--- src/rtl/qduc_interp.sv ---
// qduc_interp: I/Q CIC interpolating up-converter front end.
// Two matched N_STAGES CIC interpolators (I and Q) share one phase counter.
// Baseband pairs are accepted once every 2^R_LOG2 clocks through in_valid/in_ready.
// One gain-normalised output pair is produced every clk.
//
// Ports:
//   clk        system / DAC-rate clock
//   reset      synchronous, active-high reset
//   in_i/in_q  ISZ-bit two's complement baseband sample pair
//   in_valid   input pair valid
//   in_ready   single-cycle strobe every R clocks; a transfer happens when in_valid & in_ready
//   out_i/out_q  OSZ-bit two's complement output, updated every clk
//   out_valid  output stream valid; stays high once set until reset
//   underflow  sticky; set when a strobe passed with no valid input
//
// Optional feature macro: QDUC_ROUND_SAT_EN
//   When defined, the output uses round-half-up and saturation, and one extra
//   output pipeline register is added.
module qduc_interp #(
  parameter int unsigned ISZ      = 16,
  parameter int unsigned OSZ      = 14,
  parameter int unsigned N_STAGES = 3,
  parameter int unsigned R_LOG2   = 8
) (
  input  logic           clk,
  input  logic           reset,
  input  logic [ISZ-1:0] in_i,
  input  logic [ISZ-1:0] in_q,
  input  logic           in_valid,
  output logic           in_ready,
  output logic [OSZ-1:0] out_i,
  output logic [OSZ-1:0] out_q,
  output logic           out_valid,
  output logic           underflow
);

  localparam int unsigned W = ISZ + N_STAGES * R_LOG2;
  localparam int unsigned S = (N_STAGES - 1) * R_LOG2 + (ISZ - OSZ);
`ifdef QDUC_ROUND_SAT_EN
  localparam int unsigned LAT = N_STAGES + 3;
  localparam int unsigned SM1 = (S > 0) ? S - 1 : 0;
  localparam logic signed [W:0] RND    = (S > 0) ? ((W+1)'(1) << SM1) : '0;
  localparam logic signed [W:0] SAT_HI = (W+1)'((2 ** (OSZ - 1)) - 1);
  localparam logic signed [W:0] SAT_LO = ~SAT_HI;
`else
  localparam int unsigned LAT = N_STAGES + 2;
`endif
  localparam logic [R_LOG2-1:0] PH_LAST = '1;

  // Channel index 0 is I, 1 is Q; both paths are identical.
  logic [R_LOG2-1:0]    r_phase;
  logic                 w_strobe;
  logic signed [W-1:0]  w_in    [2];
  logic signed [W-1:0]  r_samp  [2];
  logic signed [W-1:0]  r_dly   [2][N_STAGES];
  logic signed [W-1:0]  w_cmb   [2][N_STAGES+1];
  logic signed [W-1:0]  r_stuff [2];
  logic signed [W-1:0]  r_int   [2][N_STAGES];
  logic [OSZ-1:0]       w_norm  [2];
  logic [OSZ-1:0]       r_out   [2];
  logic [LAT-1:0]       r_vsr;
  logic                 r_out_valid;
  logic                 r_underflow;
`ifdef QDUC_ROUND_SAT_EN
  logic signed [W:0]    w_rnd   [2];
  logic signed [W:0]    w_shr   [2];
  logic [OSZ-1:0]       r_pipe  [2];
`endif

  // Strobe on the last phase; forced low while reset is asserted.
  always_comb begin
    w_strobe = (r_phase == PH_LAST) && !reset;
    in_ready = w_strobe;
  end

  // Sign-extend the incoming pair to the internal width.
  always_comb begin
    w_in[0] = {{(W-ISZ){in_i[ISZ-1]}}, in_i};
    w_in[1] = {{(W-ISZ){in_q[ISZ-1]}}, in_q};
  end

  // Comb chain (M = 1): stage k output = input - delayed input.
  always_comb begin
    for (int c = 0; c < 2; c++) begin
      w_cmb[c][0] = r_samp[c];
      for (int k = 0; k < N_STAGES; k++) begin
        w_cmb[c][k+1] = w_cmb[c][k] - r_dly[c][k];
      end
    end
  end

  // Gain normalisation of the last integrator.
  always_comb begin
    for (int c = 0; c < 2; c++) begin
`ifdef QDUC_ROUND_SAT_EN
      w_rnd[c] = {r_int[c][N_STAGES-1][W-1], r_int[c][N_STAGES-1]} + RND;
      w_shr[c] = w_rnd[c] >>> S;
      if (w_shr[c] > SAT_HI) begin
        w_norm[c] = SAT_HI[OSZ-1:0];
      end else if (w_shr[c] < SAT_LO) begin
        w_norm[c] = SAT_LO[OSZ-1:0];
      end else begin
        w_norm[c] = w_shr[c][OSZ-1:0];
      end
`else
      w_norm[c] = OSZ'(r_int[c][N_STAGES-1] >>> S);
`endif
    end
  end

  // Datapath, phase counter and status registers.
  always_ff @(posedge clk) begin
    if (reset) begin
      r_phase     <= '0;
      r_vsr       <= '0;
      r_out_valid <= 1'b0;
      r_underflow <= 1'b0;
      for (int c = 0; c < 2; c++) begin
        r_samp[c]  <= '0;
        r_stuff[c] <= '0;
        r_out[c]   <= '0;
`ifdef QDUC_ROUND_SAT_EN
        r_pipe[c]  <= '0;
`endif
        for (int k = 0; k < N_STAGES; k++) begin
          r_dly[c][k] <= '0;
          r_int[c][k] <= '0;
        end
      end
    end else begin
      r_phase <= r_phase + R_LOG2'(1);

      if (w_strobe && !in_valid) begin
        r_underflow <= 1'b1;
      end

      for (int c = 0; c < 2; c++) begin
        // Sample load and comb delay update share the strobe edge.
        if (w_strobe) begin
          r_samp[c] <= in_valid ? w_in[c] : '0;
          for (int k = 0; k < N_STAGES; k++) begin
            r_dly[c][k] <= w_cmb[c][k];
          end
        end

        // Zero-stuffing: comb output only in the cycle after the strobe.
        r_stuff[c] <= (r_phase == '0) ? w_cmb[c][N_STAGES] : '0;

        r_int[c][0] <= r_int[c][0] + r_stuff[c];
        for (int k = 1; k < N_STAGES; k++) begin
          r_int[c][k] <= r_int[c][k] + r_int[c][k-1];
        end

`ifdef QDUC_ROUND_SAT_EN
        r_pipe[c] <= w_norm[c];
        r_out[c]  <= r_pipe[c];
`else
        r_out[c]  <= w_norm[c];
`endif
      end

      // Valid shift chain: set by the first strobe, output goes high LAT edges later.
      r_vsr       <= {r_vsr[LAT-2:0], r_vsr[0] | w_strobe};
      r_out_valid <= r_vsr[LAT-1];
    end
  end

  assign out_i     = r_out[0];
  assign out_q     = r_out[1];
  assign out_valid = r_out_valid;
  assign underflow = r_underflow;

endmodule

--- config.mk ---
export PLATFORM = sky130hd
export DESIGN_NAME = qduc_interp
export DESIGN_NICKNAME = d
export VERILOG_FILES = /design/src/rtl/qduc_interp.sv
export SDC_FILE = /design/constraint.sdc
export NUM_CORES = 1
export LEC_CHECK = 0
export ABC_AREA = 1
export ABC_CLOCK_PERIOD_IN_PS = 7300
export BUFFER_PORTS_ARGS = -buffer_cell sky130_fd_sc_hd__buf_2
export CAP_MARGIN = 30
export CORE_ASPECT_RATIO = 0.5
export CORE_MARGIN = 2
export CORE_UTILIZATION = 25
export CTS_BUF_LIST = sky130_fd_sc_hd__clkbuf_8 sky130_fd_sc_hd__clkbuf_16
export CTS_CLUSTER_DIAMETER = 150
export DETAILED_ROUTE_END_ITERATION = 16
export MAX_ROUTING_LAYER = met4
export PLACE_DENSITY = 0.43
export SYNTH_ARGS = -nofsm -noshare
export SYNTH_HDL_FRONTEND = slang
export SYNTH_SLANG_ARGS = --single-unit
--- constraint.sdc ---
create_clock -name clk -period 7.3 [get_ports clk]
set_input_delay 0.365 -clock clk [delete_from_list [all_inputs] [get_ports clk]]
set_output_delay 0.365 -clock clk [all_outputs]
set_load 0.01 [all_outputs]
Word level (Yosys, flattened, before mapping)
Memory sizes are Yosys's and may differ from the RTL's.
Index checks and enable logic that the tools add are counted.

word-level totals
  bits in registers = 15
  bits in latches = 0
  RAM bits = 668
  bits in read-only memories = 0
  word-level logic and storage cells = 75
  memories kept = 5

operators by class
  $add $sub $neg = 13
  multiply operators = 0
  div/mod/pow operators = 0
  order comparisons = 0
  eq/ne operators = 1
  shifts and indexed selects = 0
  muxes and demuxes = 28
  bitwise gates (word level) = 19
  reductions and logical operators = 5

memory list
  name     words  width  read ports  clocked after Yosys merged registers in  wr ports  line  RTL
  r_dly    2      120    2           0                                        2         55    logic signed [W-1:0] r_dly [2][N_STAGES];
  r_int    2      120    2           0                                        2         58    logic signed [W-1:0] r_int [2][N_STAGES];
  r_samp   2      40     2           0                                        2         54    logic signed [W-1:0] r_samp [2];
  r_stuff  2      40     2           0                                        2         57    logic signed [W-1:0] r_stuff [2];
  r_out    2      14     2           0                                        2         60    logic [OSZ-1:0] r_out [2];

operators with widths
  operator                                      number
  2-to-1 mux 40 bit                             20
  adder 40 bit                                  6
  subtractor 40 bit                             6
  2-to-1 mux 14 bit                             2
  bitwise OR 1 bit                              19
  adder 8 x 1 -> 8 bit (second input constant)  1
  equality test 8 bit (second input constant)   1
  zero test 8 bit                               1
  2-to-1 mux 1 bit                              6
  logical AND 1 bit                             2
  zero test 1 bit                               2

Logic depth before layout (Yosys ltp)
Gate-level depths: netlist of run 1.

  word-level depth = 6
  gate-level depth with buffers = 38
  depth with buffers taken out = 38

Worst setup path before layout of run 1
Ideal clock, no wire load.

  kind = reg-to-reg
  start point = register r_phase[0]
  end point = memory r_dly[0][0] (netlist name), enable pin
  data arrival time = 5.218 ns
  slack = 1.522 ns
  stages on the path, launching flop included = 10
  buffers on the path = 0
  path through = dfxtp_1 ha_1 nand2_1 nor2_2 inv_2 nor3_4 nand2_1 nor2_2 inv_2 nand2_1

RTL lines
  item                    line  RTL
  start, declared         51    logic [R_LOG2-1:0] r_phase;
  start signal, assigned  131   r_phase <= r_phase + R_LOG2'(1);
  end, declared           55

==> impl_metrics.toml, run 1 <==
[run_status]
status = "complete, no violations"

[power]
power_mw = 11.92
p_sw_share_pct = 42.70
powerDensity_mw_per_mm2 = 305.3
peakVddDrop_mv = 0.1797
leakagePower_nw = 17.84
seqPwrFrac_pct = 32.7
power_frac_clock_pct = 25.7
power_frac_comb_pct = 41.6
p_int_mw = 6.832
power.switching_mw = 5.091

[final_layout]
layout.nets = 5322
fill_cells = 15100
multiInputGateArea_sq_mm = 0.01957
register_area_sq_mm = 0.01175
num_antenna_cells = 0
synthToLayoutAreaGrowth_pct = 13.29
drive_gt1_share_pct = 4.279

[timing]
fmax_ghz = 0.1780
timing.slew.headroom_pct = 44.21
finalClockSkew_ns = 0.02241
rsz0062_at_grt = "no"
worst_pin_slew_ns = 0.8368
final.min_clock_period_ns = 5.619
final.setup.tns_ns = 0
hold_violations = 0
fin_crit_sh_pct = 76.97
setup_viol = 0
slew_viol_final = 0

[synthesis]
ys_ff_latch = 491
ys_top_cells_by_area = "dfxtp_1 (17%), edfxtp_1 (17%), ha_1 (12%)"
avgSynthCellArea_sq_um = 7.123
netlist_instances = 4839
yosysWarnings = 0
synthesis.area_sq_mm = 0.03447
post-synth-top-area-fraction_pct = 17.37
seq_area_frac_synth_pct = 34.09
synthArstFlopShare_pct = 0
synth-main-ff-cell = "dfxtp_1"
yosysTopAreaCell = "dfxtp_1"
synth.lib_cells_used.distinct = 44
synthesis.nets = 5232
synth_edf_count = 192

[critical_path]
critical-path-top-delay-family = "simple AND/OR/NAND/NOR gates"
r2r_cells = 27
worstSetupPathType = "reg2reg"
critPathBufInv = 2
worst_ep_arrival_time_ns = 6.17
crit_required_ns = 7.85
end_kind = "register"
startpoint_type = "register"
path_depth = 27
crit_slowest_cell = "nand2_1"
cpMostUsedCell = "nand2_1"
critPathMaxStageDelay_ns = 0.50
crit_fanout = 16

[place]
portBuffers = 65
place_congestion = 0.9061
hpwl_um = 81610

[drt]
totalWireLength_um = 102100
maxUsedRoutingLayer = "met4"
drt_first_pass_iters = 5
wl_met1_um = 53420
vias = 30740
final_antenna_net_count = 0
initialDrtViolationCount = 1597
route.met2.wl_um = 43660
post_drt_wl_per_cell_um = 15.03
viasPerCell = 4.527
wl_met3_um = 3217
drc_errors = 0

[global_route]
grt_max_degree = 151
grt_usage_pct = 14.73
grt_pass1_vias = 30110
antenna_found_initial = 1
grt_pass1_wl_um = 162700
overflow = 0

[floorplanning]
io_pins = 66
fp-row-count = 96
coreArea_sq_mm = 0.1369
die-area_sq_mm = 0.1410
die_y_um = 266.6
start_util_pct = 25.17
die_w_um = 529.1

[clock_network]
cts_buffer_depth = 3
clkSinkCount = 491
hold_buffers = 16
worst_skew_pair.late_latency_ns = 0.66
ctsResizeCount = 0
clkTransAtPathRegs_ns = 0.07
cts_tree = "done"
htree_num_levels = 2
cts_buffers = 57
cts_setup_buffers = 0
root_buffer = "clkbuf_16"

[run]
drv_cap = 0

[min_path]
worstHoldPathCells = 3
worstHoldPathType = "in2reg"
==> cells in the mapped netlist (all sizes together), types with 15 or more instances <==
master,number
a21boi,30
a21o,49
a21oi,666
a31oi,16
buf,32
clkbuf,29
dfxtp,299
edfxtp,192
ha,344
inv,749
nand2,896
nand3,139
nand4,26
nor2,660
nor3,68
nor4,15
o21a,30
o21ai,402
o21bai,54
xnor2,26
xor2,57
==> area by class of cell <==
type	instances	share of cell area, %
multi-input combinational	3538	50.13
sequential	491	30.09
inverter	749	7.213
tap	1813	5.809
clock buffer	71	4.233
timing repair buffer	92	1.698
clock inverter	37	0.8267
==> tightest hold or removal path, stage by stage <==
cell	delay [ns]
buf_2	0.07
inv_1	0.03
nor2_1	0.11
==> stage by stage <==
step / hold slack (ns) / cell area (sq um) / instances / utilization, % / setup WS [ns]
final: 0.04737 / 39050 / 6791 / 28.52 / 1.681
after global routing: 0.02271 / 39050 / 6791 / 28.52 / 1.101
after CTS: 0.004290 / 39020 / 6790 / 28.50 / 1.674
after detailed placement: 0.4005 / 36890 / 6666 / 26.94 / 1.722
after global placement: 0.3988 / 36800 / 6663 / 26.88 / 1.732
after floorplan: 0.3883 / 34470 / 4839 / - / 1.522
==> flip-flops by register name, indices dropped and copies added, names as in the netlist <==
name and flops:
r_stuff 64, r_samp 32, r_vsr 5, r_phase 8, r_dly 160, r_out 28
out_valid 1, underflow 1, r_int 192
==> cell usage in the layout, fill, tap and decap left out, types with 5 or more instances in the layout <==
| cell type | instances |
|---|---|
| nor3_1 | 67 |
| nand4_1 | 26 |
| clkbuf_16 | 60 |
| or2_2 | 6 |
| nor3b_1 | 5 |
| buf_2 | 64 |
| inv_1 | 752 |
| nand3_1 | 138 |
| nand2_1 | 895 |
| dfxtp_1 | 299 |
| nor4_1 | 15 |
| a21boi_0 | 30 |
| edfxtp_1 | 192 |
| o21a_1 | 30 |
| a21oi_1 | 652 |
| a21oi_2 | 14 |
| clkbuf_8 | 11 |
| xor2_1 | 57 |
| ha_1 | 344 |
| and2_1 | 6 |
| nand3b_1 | 8 |
| dlygate4sd3_1 | 16 |
| buf_4 | 7 |
| o21ai_1 | 9 |
| a31oi_1 | 16 |
| o21ai_0 | 390 |
| o21bai_1 | 54 |
| a211oi_1 | 7 |
| a21o_1 | 49 |
| clkinv_2 | 14 |
| nor2_1 | 656 |
| fa_1 | 14 |
| xnor2_1 | 26 |
==> power groups by stage <==
stage	Combinational, mW	Clock, mW	Sequential (mW)
after CTS	4.99	3.18	3.91
after floorplan	3.67	0	3.70
after global placement	4.93	0	3.96
after detailed placement	4.96	0	3.97
after global routing	5.73	3.28	3.96
final	4.96	3.06	3.90
==> routing by layer <==
layer / up-vias / GRT usage, %
li1: 16290 / -
met1: 13960 / 20.76
met2: 390 / 22.61
met3: 104 / 1.624
met4: 0 / 3.045
met5: - / -
==> cells by family after synthesis <==
kind of cell,Yosys count,share of synthesized area [%]
flip-flops,491,34.09
XOR/XNOR,83,2.109
AO/OA/AOI/OAI,1267,20.01
AND/OR/NAND/NOR,1830,21.32
adder cells (fa/ha/maj),358,13.30
buffers and inverters,810,9.165
==> final timing paths <==
kind	from	end	slack (ns)
min	in_q[15]	r_samp[0][78]$_SDFFCE_PN0P_	0.05
min reg2reg	r_vsr[2]$_SDFF_PP0_	r_vsr[3]$_SDFF_PP0_	0.40
max reg2reg	r_dly[0][80]$_SDFFCE_PN0P_	r_stuff[0][18]$_SDFF_PP0_	1.68
max	r_dly[0][80]$_SDFFCE_PN0P_	r_stuff[0][18]$_SDFF_PP0_	1.68
Note: power is estimated with default switching activity, not from simulation.
==> run 2, diff against run 1 <==
- ABC_CLOCK_PERIOD_IN_PS: 7300 -> 5400
- clock period: 7.3 -> 5.4 ns (I/O delays scaled with it)
==> impl_metrics.toml, run 2 (synthesis gave the netlist of run 1 again) <==
[clock_network]
cts_buffer_depth = 3
root_buffer = "clkbuf_16"
clkSinkCount = 491
clkTransAtPathRegs_ns = 0.06
cts_tree = "done"
htree_num_levels = 2
cts_buffers = 56
worst_skew_pair.late_latency_ns = 0.66

[critical_path]
crit_fanout = 4
crit_slowest_cell = "fa_1"
critPathBufInv = 7
critPathMaxStageDelay_ns = 0.43
r2r_cells = 29
worst_ep_arrival_time_ns = 5.57
end_kind = "register"
r2r_setup_slack_ns = 0.36
critical-path-top-delay-family = "adder cells"
startpoint_type = "register"
crit_required_ns = 5.93
crit-reg2reg-launch = "r_samp[0][2]$_SDFFCE_PN0P_"
reg2reg_to = "r_stuff[0][29]$_SDFF_PP0_"
worstSetupPathType = "reg2reg"

[run]
drv_cap = 0

[global_route]
grt_max_degree = 101
grt_pass1_vias = 30610
antenna_found_initial = 0
grt_pass1_wl_um = 165200
overflow = 0
grt_usage_pct = 15.01

[place]
place_congestion = 0.8899
portBuffers = 65
hpwl_um = 83210

[power]
powerDensity_mw_per_mm2 = 407.0
power_mw = 16.37
leakagePower_nw = 18.28
peakVddDrop_mv = 0.2548

[final_layout]
mostFrequentLayoutCells = "nand2_1 (880), inv_1 (755), nor2_1 (628), a21oi_1 (627), o21ai_0 (373)"
largest-register = "r_int"
num_antenna_cells = 0
drive_gt1_share_pct = 8.002
largest_reg_flops = 192
synthToLayoutAreaGrowth_pct = 16.71
layout_commonest_cell = "nand2_1"
layout.nets = 5425
reg_top3 = "r_int: 192 flops, r_dly: 160 flops, r_stuff: 64 flops"

[min_path]
hold_end = "r_dly[0][22]$_SDFFCE_PN0P_"
hold_start = "reset"
worstHoldPathCells = 3
worstHoldPathType = "in2reg"

[timing]
hold_violations = 0
timing.slew.headroom_pct = 33.50
fmax_ghz = 0.1985
fin_hold_ws_ns = 0.2209
worst_pin_slew_ns = 0.9975
finalClockSkew_ns = 0.02955
fin_crit_sh_pct = 93.31
final.min_clock_period_ns = 5.039
setup_viol = 0
rsz0062_at_grt = "yes"
slew_viol_final = 0

[floorplanning]
coreArea_sq_mm = 0.1369
die-area_sq_mm = 0.1410
fp-row-count = 96
die_y_um = 266.6
start_util_pct = 25.17
io_pins = 66
die_w_um = 529.1

[drt]
vias = 31170
final_antenna_net_count = 0
post_drt_wl_per_cell_um = 15.17
drc_errors = 0
initialDrtViolationCount = 1530
viasPerCell = 4.526
drt_first_pass_iters = 5
totalWireLength_um = 104500

[run_status]
status = "complete, no violations"
==> run 2: changes by cell type in the layout (fill, tap and decap cells not counted), sizes merged <==
cell	previous run	this run
clkinv	17	16
buf	76	163
clkinvlp	2	0
clkbuf	71	67
dlygate4sd3	16	33
inv	763	762
==> run 2: metal layers <==
metal	part of all wire, %	vias to the layer above	global-route usage (%)
met5	0	-	-
met4	2.3	0	3.489
met3	2.9	147	1.697
met2	42	417	22.95
met1	53	14110	21.07
li1	-	16500	-
==> run 2: cell type report <==
cell class              instances  area [sq um]
clock buffers                  67          1575
clock inverters                33         261.5
fillers                     14980         96700
inverters                     749          2816
multi-input cells            3538         20140
flip-flops and latches        491         11750
well taps                    1813          2268
repair buffers                196          1419
==> run 2: worst max-delay path by stage <==
stage | startpoint | end | slack [ns] | cells after the start
after floorplan | r_samp[0][40]$_SDFFCE_PN0P_ | r_stuff[0][68]$_SDFF_PP0_ | 0.99 | 34
after global routing | r_samp[0][40]$_SDFFCE_PN0P_ | r_stuff[0][67]$_SDFF_PP0_ | -0.06 | 31
final | r_samp[0][2]$_SDFFCE_PN0P_ | r_stuff[0][29]$_SDFF_PP0_ | 0.36 | 29
after detailed placement | r_samp[0][42]$_SDFFCE_PN0P_ | r_stuff[0][65]$_SDFF_PP0_ | 0.01 | 26
after CTS | r_samp[0][42]$_SDFFCE_PN0P_ | r_stuff[0][65]$_SDFF_PP0_ | 0.01 | 26
after global placement | r_samp[0][42]$_SDFFCE_PN0P_ | r_stuff[0][65]$_SDFF_PP0_ | -0.05 | 26
==> run 2: timing repair <==
| action | CTS | global route |
|---|---|---|
| setup endpoints to repair | 0 | 33 |
| hold buffers | 33 | 0 |
| buffers inserted | 0 | 4 |
| hold endpoints to repair | 33 | 0 |
| resized for setup | 0 | 146 |
==> run 2: report_power, final <==
part           internal [mW]  switching [mW]
Sequential              4.62           0.660
Clock                   2.24            1.70
Combinational           2.54            4.61
==> run 2: worst register-to-register path, delay by kind of cell (launching register included) <==
family | cells | cell delay [ns]
compound gates | 6 | 1.00
xor+xnor | 1 | 0.24
fa+ha+maj | 4 | 1.36
buf+inv | 7 | 0.84
flops | 1 | 0.39
simple gates | 11 | 1.10
==> run 2: through the flow <==
stage	utilization [%]	setup slack (ns)	TNS, ns	instances	cell area (sq um)
6_report	29.38	0.3612	0	6887	40230
5_1_grt	29.38	-0.05802	-0.2046	6887	40230
4_1_cts	28.95	0.01198	0	6883	39640
3_5_place_dp	27.37	0.01442	0	6750	37480
3_3_place_gp	27.37	-0.05249	-0.05303	6750	37480
2_1_floorplan	-	0.9885	0	4839	34470
==> run 3, diff against run 2 <==
- ABC_AREA: 1 -> default
- CORE_ASPECT_RATIO: 0.5 -> default
==> impl_metrics.toml, run 3 <==
[run_status]
status = "finished with violations"
violations = "negative setup slack"

[synthesis]
synth_edf_count = 192
synthesis.area_sq_mm = 0.03229
yosysWarnings = 0
synth.lib_cells_used.distinct = 103
seq_area_frac_synth_pct = 36.40
synth_most_common_cell = "nor2_1"
ys_ff_latch = 491
netlist_instances = 3579
ys_top_cells_by_area = "dfxtp_1 (19%), edfxtp_1 (18%), ha_1 (13%)"
synth-main-ff-cell = "dfxtp_1"
synthesis.nets = 3972
synthArstFlopShare_pct = 0
synthTopCellsByCount = "nor2_1 (370), ha_1 (344), dfxtp_1 (299), a21oi_1 (264), inv_1 (263)"
avgSynthCellArea_sq_um = 9.021
yosysTopAreaCell = "dfxtp_1"
post-synth-top-area-fraction_pct = 18.54

[timing]
hold_violations = 0
worst_slack_ns = -0.5739
fmax_ghz = 0.1674
timing.slew.headroom_pct = 39.74
finalClockSkew_ns = 0.02040
final.min_clock_period_ns = 5.974
setup_viol = 20
slew_viol_final = 0
worst_pin_slew_ns = 0.9039
fin_crit_sh_pct = 110.6
rsz0062_at_grt = "yes"
fin_hold_ws_ns = 0.1276

[drt]
totalWireLength_um = 76640
viasPerCell = 4.408
initialDrtViolationCount = 939
final_antenna_net_count = 0
vias = 25470
post_drt_wl_per_cell_um = 13.27
drc_errors = 0
drt_first_pass_iters = 5

[power]
power_mw = 18.24
leakagePower_nw = 19.12
peakVddDrop_mv = 0.1935
powerDensity_mw_per_mm2 = 433.5

[clock_network]
htree_num_levels = 3
worst_skew_pair.late_latency_ns = 0.63
cts_tree = "done"
clkTransAtPathRegs_ns = 0.06
root_buffer = "clkbuf_16"
cts_buffers = 68
cts_buffer_depth = 3
clkSinkCount = 491

[critical_path]
crit-reg2reg-launch = "r_samp[0][40]$_SDFFCE_PN0P_"
crit_slowest_cell = "o41ai_4"
critPathLaunch = "r_samp[0][40]$_SDFFCE_PN0P_"
worstSetupPathType = "reg2reg"
critPathMaxStageDelay_ns = 0.40
end_kind = "register"
startpoint_type = "register"
worst_ep_arrival_time_ns = 6.46
crit_fanout = 3
crit_required_ns = 5.88

[global_route]
grt_usage_pct = 11.84
overflow = 0
grt_pass1_wl_um = 127200
antenna_found_initial = 0
grt_max_degree = 158
grt_pass1_vias = 25070

[place]
portBuffers = 65
hpwl_um = 56650
place_congestion = 0.8204
place_area_sq_mm = 0.03707

[final_layout]
layout.nets = 4454
final_cell_area_sq_mm = 0.04207
drive_gt1_share_pct = 21.75
largest_reg_flops = 192
reg_top3 = "r_int: 192 flops, r_dly: 160 flops, r_stuff: 64 flops"
synthToLayoutAreaGrowth_pct = 30.29
largest-register = "r_int"
layout_commonest_cell = "buf_4"
num_antenna_cells = 0
mostFrequentLayoutCells = "buf_4 (365), nor2_1 (360), ha_1 (318), dfxtp_1 (299), inv_1 (271)"

[floorplanning]
coreArea_sq_mm = 0.1278
fp-row-count = 131
die-area_sq_mm = 0.1320
die_y_um = 363.4
die_w_um = 363.4
start_util_pct = 25.25
io_pins = 66

[min_path]
worstHoldPathType = "in2reg"
hold_start = "reset"

[run]
drv_cap = 0
-- run 3: cell types whose count changed after synthesis, sizes merged, moves of 49 or more --
cell	before	now
inv	749	263
nand3	139	64
o21ai	402	177
and2	6	157
xor2	57	131
nor2b	0	97
and3	1	73
clkbuf	29	101
a21oi	666	266
a21o	49	172
xnor2	26	156
nand2	896	148
nor2	660	370
nand2b	0	49
-- run 3: final timing paths --
path / endpoint / slack [ns] / cells past startpoint
setup / recovery: r_stuff[0][70]$_SDFF_PP0_ / -0.57 / 33
hold / removal: r_int[1][110]$_SDFF_PP0_ / 0.13 / 2
setup reg to reg: r_stuff[0][70]$_SDFF_PP0_ / -0.57 / 33
hold reg to reg: r_vsr[3]$_SDFF_PP0_ / 0.43 / 1
-- run 3: logic make-up after synthesis --
logic type / after synthesis / synth area share, %
AND/OR/NAND/NOR: 1113 / 17.38
adder cells (fa/ha/maj): 358 / 14.20
flip-flops: 491 / 36.40
XOR/XNOR: 288 / 7.859
multiplexers: 4 / 0.1356
buffers and inverters: 372 / 4.332
AO/OA/AOI/OAI: 953 / 19.70
-- run 3: metrics by stage --
stage	setup slack [ns]	instances	utilization (%)	TNS [ns]
after floorplan	-0.2961	3579	-	-1.295
after global placement	-0.6895	5539	29.00	-11.04
after detailed placement	-0.7919	5539	29.00	-12.41
after CTS	-0.6650	5758	32.11	-7.338
after global routing	-1.062	5777	32.90	-14.88
final	-0.5739	5777	32.90	-4.784
-- run 3: what timing repair did --
action / CTS / global route
hold buffers: 32 / 0
setup endpoints to repair: 30 / 44
pin swaps: 158 / 137
endpoints found under the hold margin: 32 / 0
buffers inserted: 68 / 39
gates resized for setup: 193 / 166
-- run 3: report_power, final --
group	internal [mW]	switching, mW	leakage [nW]
Clock	2.87	1.81	1.19
Sequential	4.62	0.514	4.43
Combinational	4.07	4.35	13.5
Total	11.6	6.67	19.1
-- run 3: metal layers --
layer  track usage (%)  vias to the layer above  routed length, um
met5                 -                        -                  0
met4             3.238                        0               1748
met3             1.823                      106               1966
met2             17.37                      215              31460
met1             16.74                    11430              41470
li1                  -                    13720                  -
-- run 3: critical path, delay by kind of cell (launching register included) --
family,cells,cell delay (ns)
XOR/XNOR,3,0.44
buffers and inverters,2,0.12
flip-flops,1,0.37
adder cells (fa/ha/maj),4,1.08
AND/OR/NAND/NOR,3,0.24
AO/OA/AOI/OAI,21,3.59
-- run 3: area by class of cell --
class | instances | area (sq um)
fill | 13310 | 85780
multi-input combinational | 2716 | 20820
sequential | 491 | 11750
timing repair buffer | 520 | 4083
tap | 1662 | 2079
clock buffer | 80 | 1878
inverter | 264 | 993.5
clock inverter | 44 | 457.9
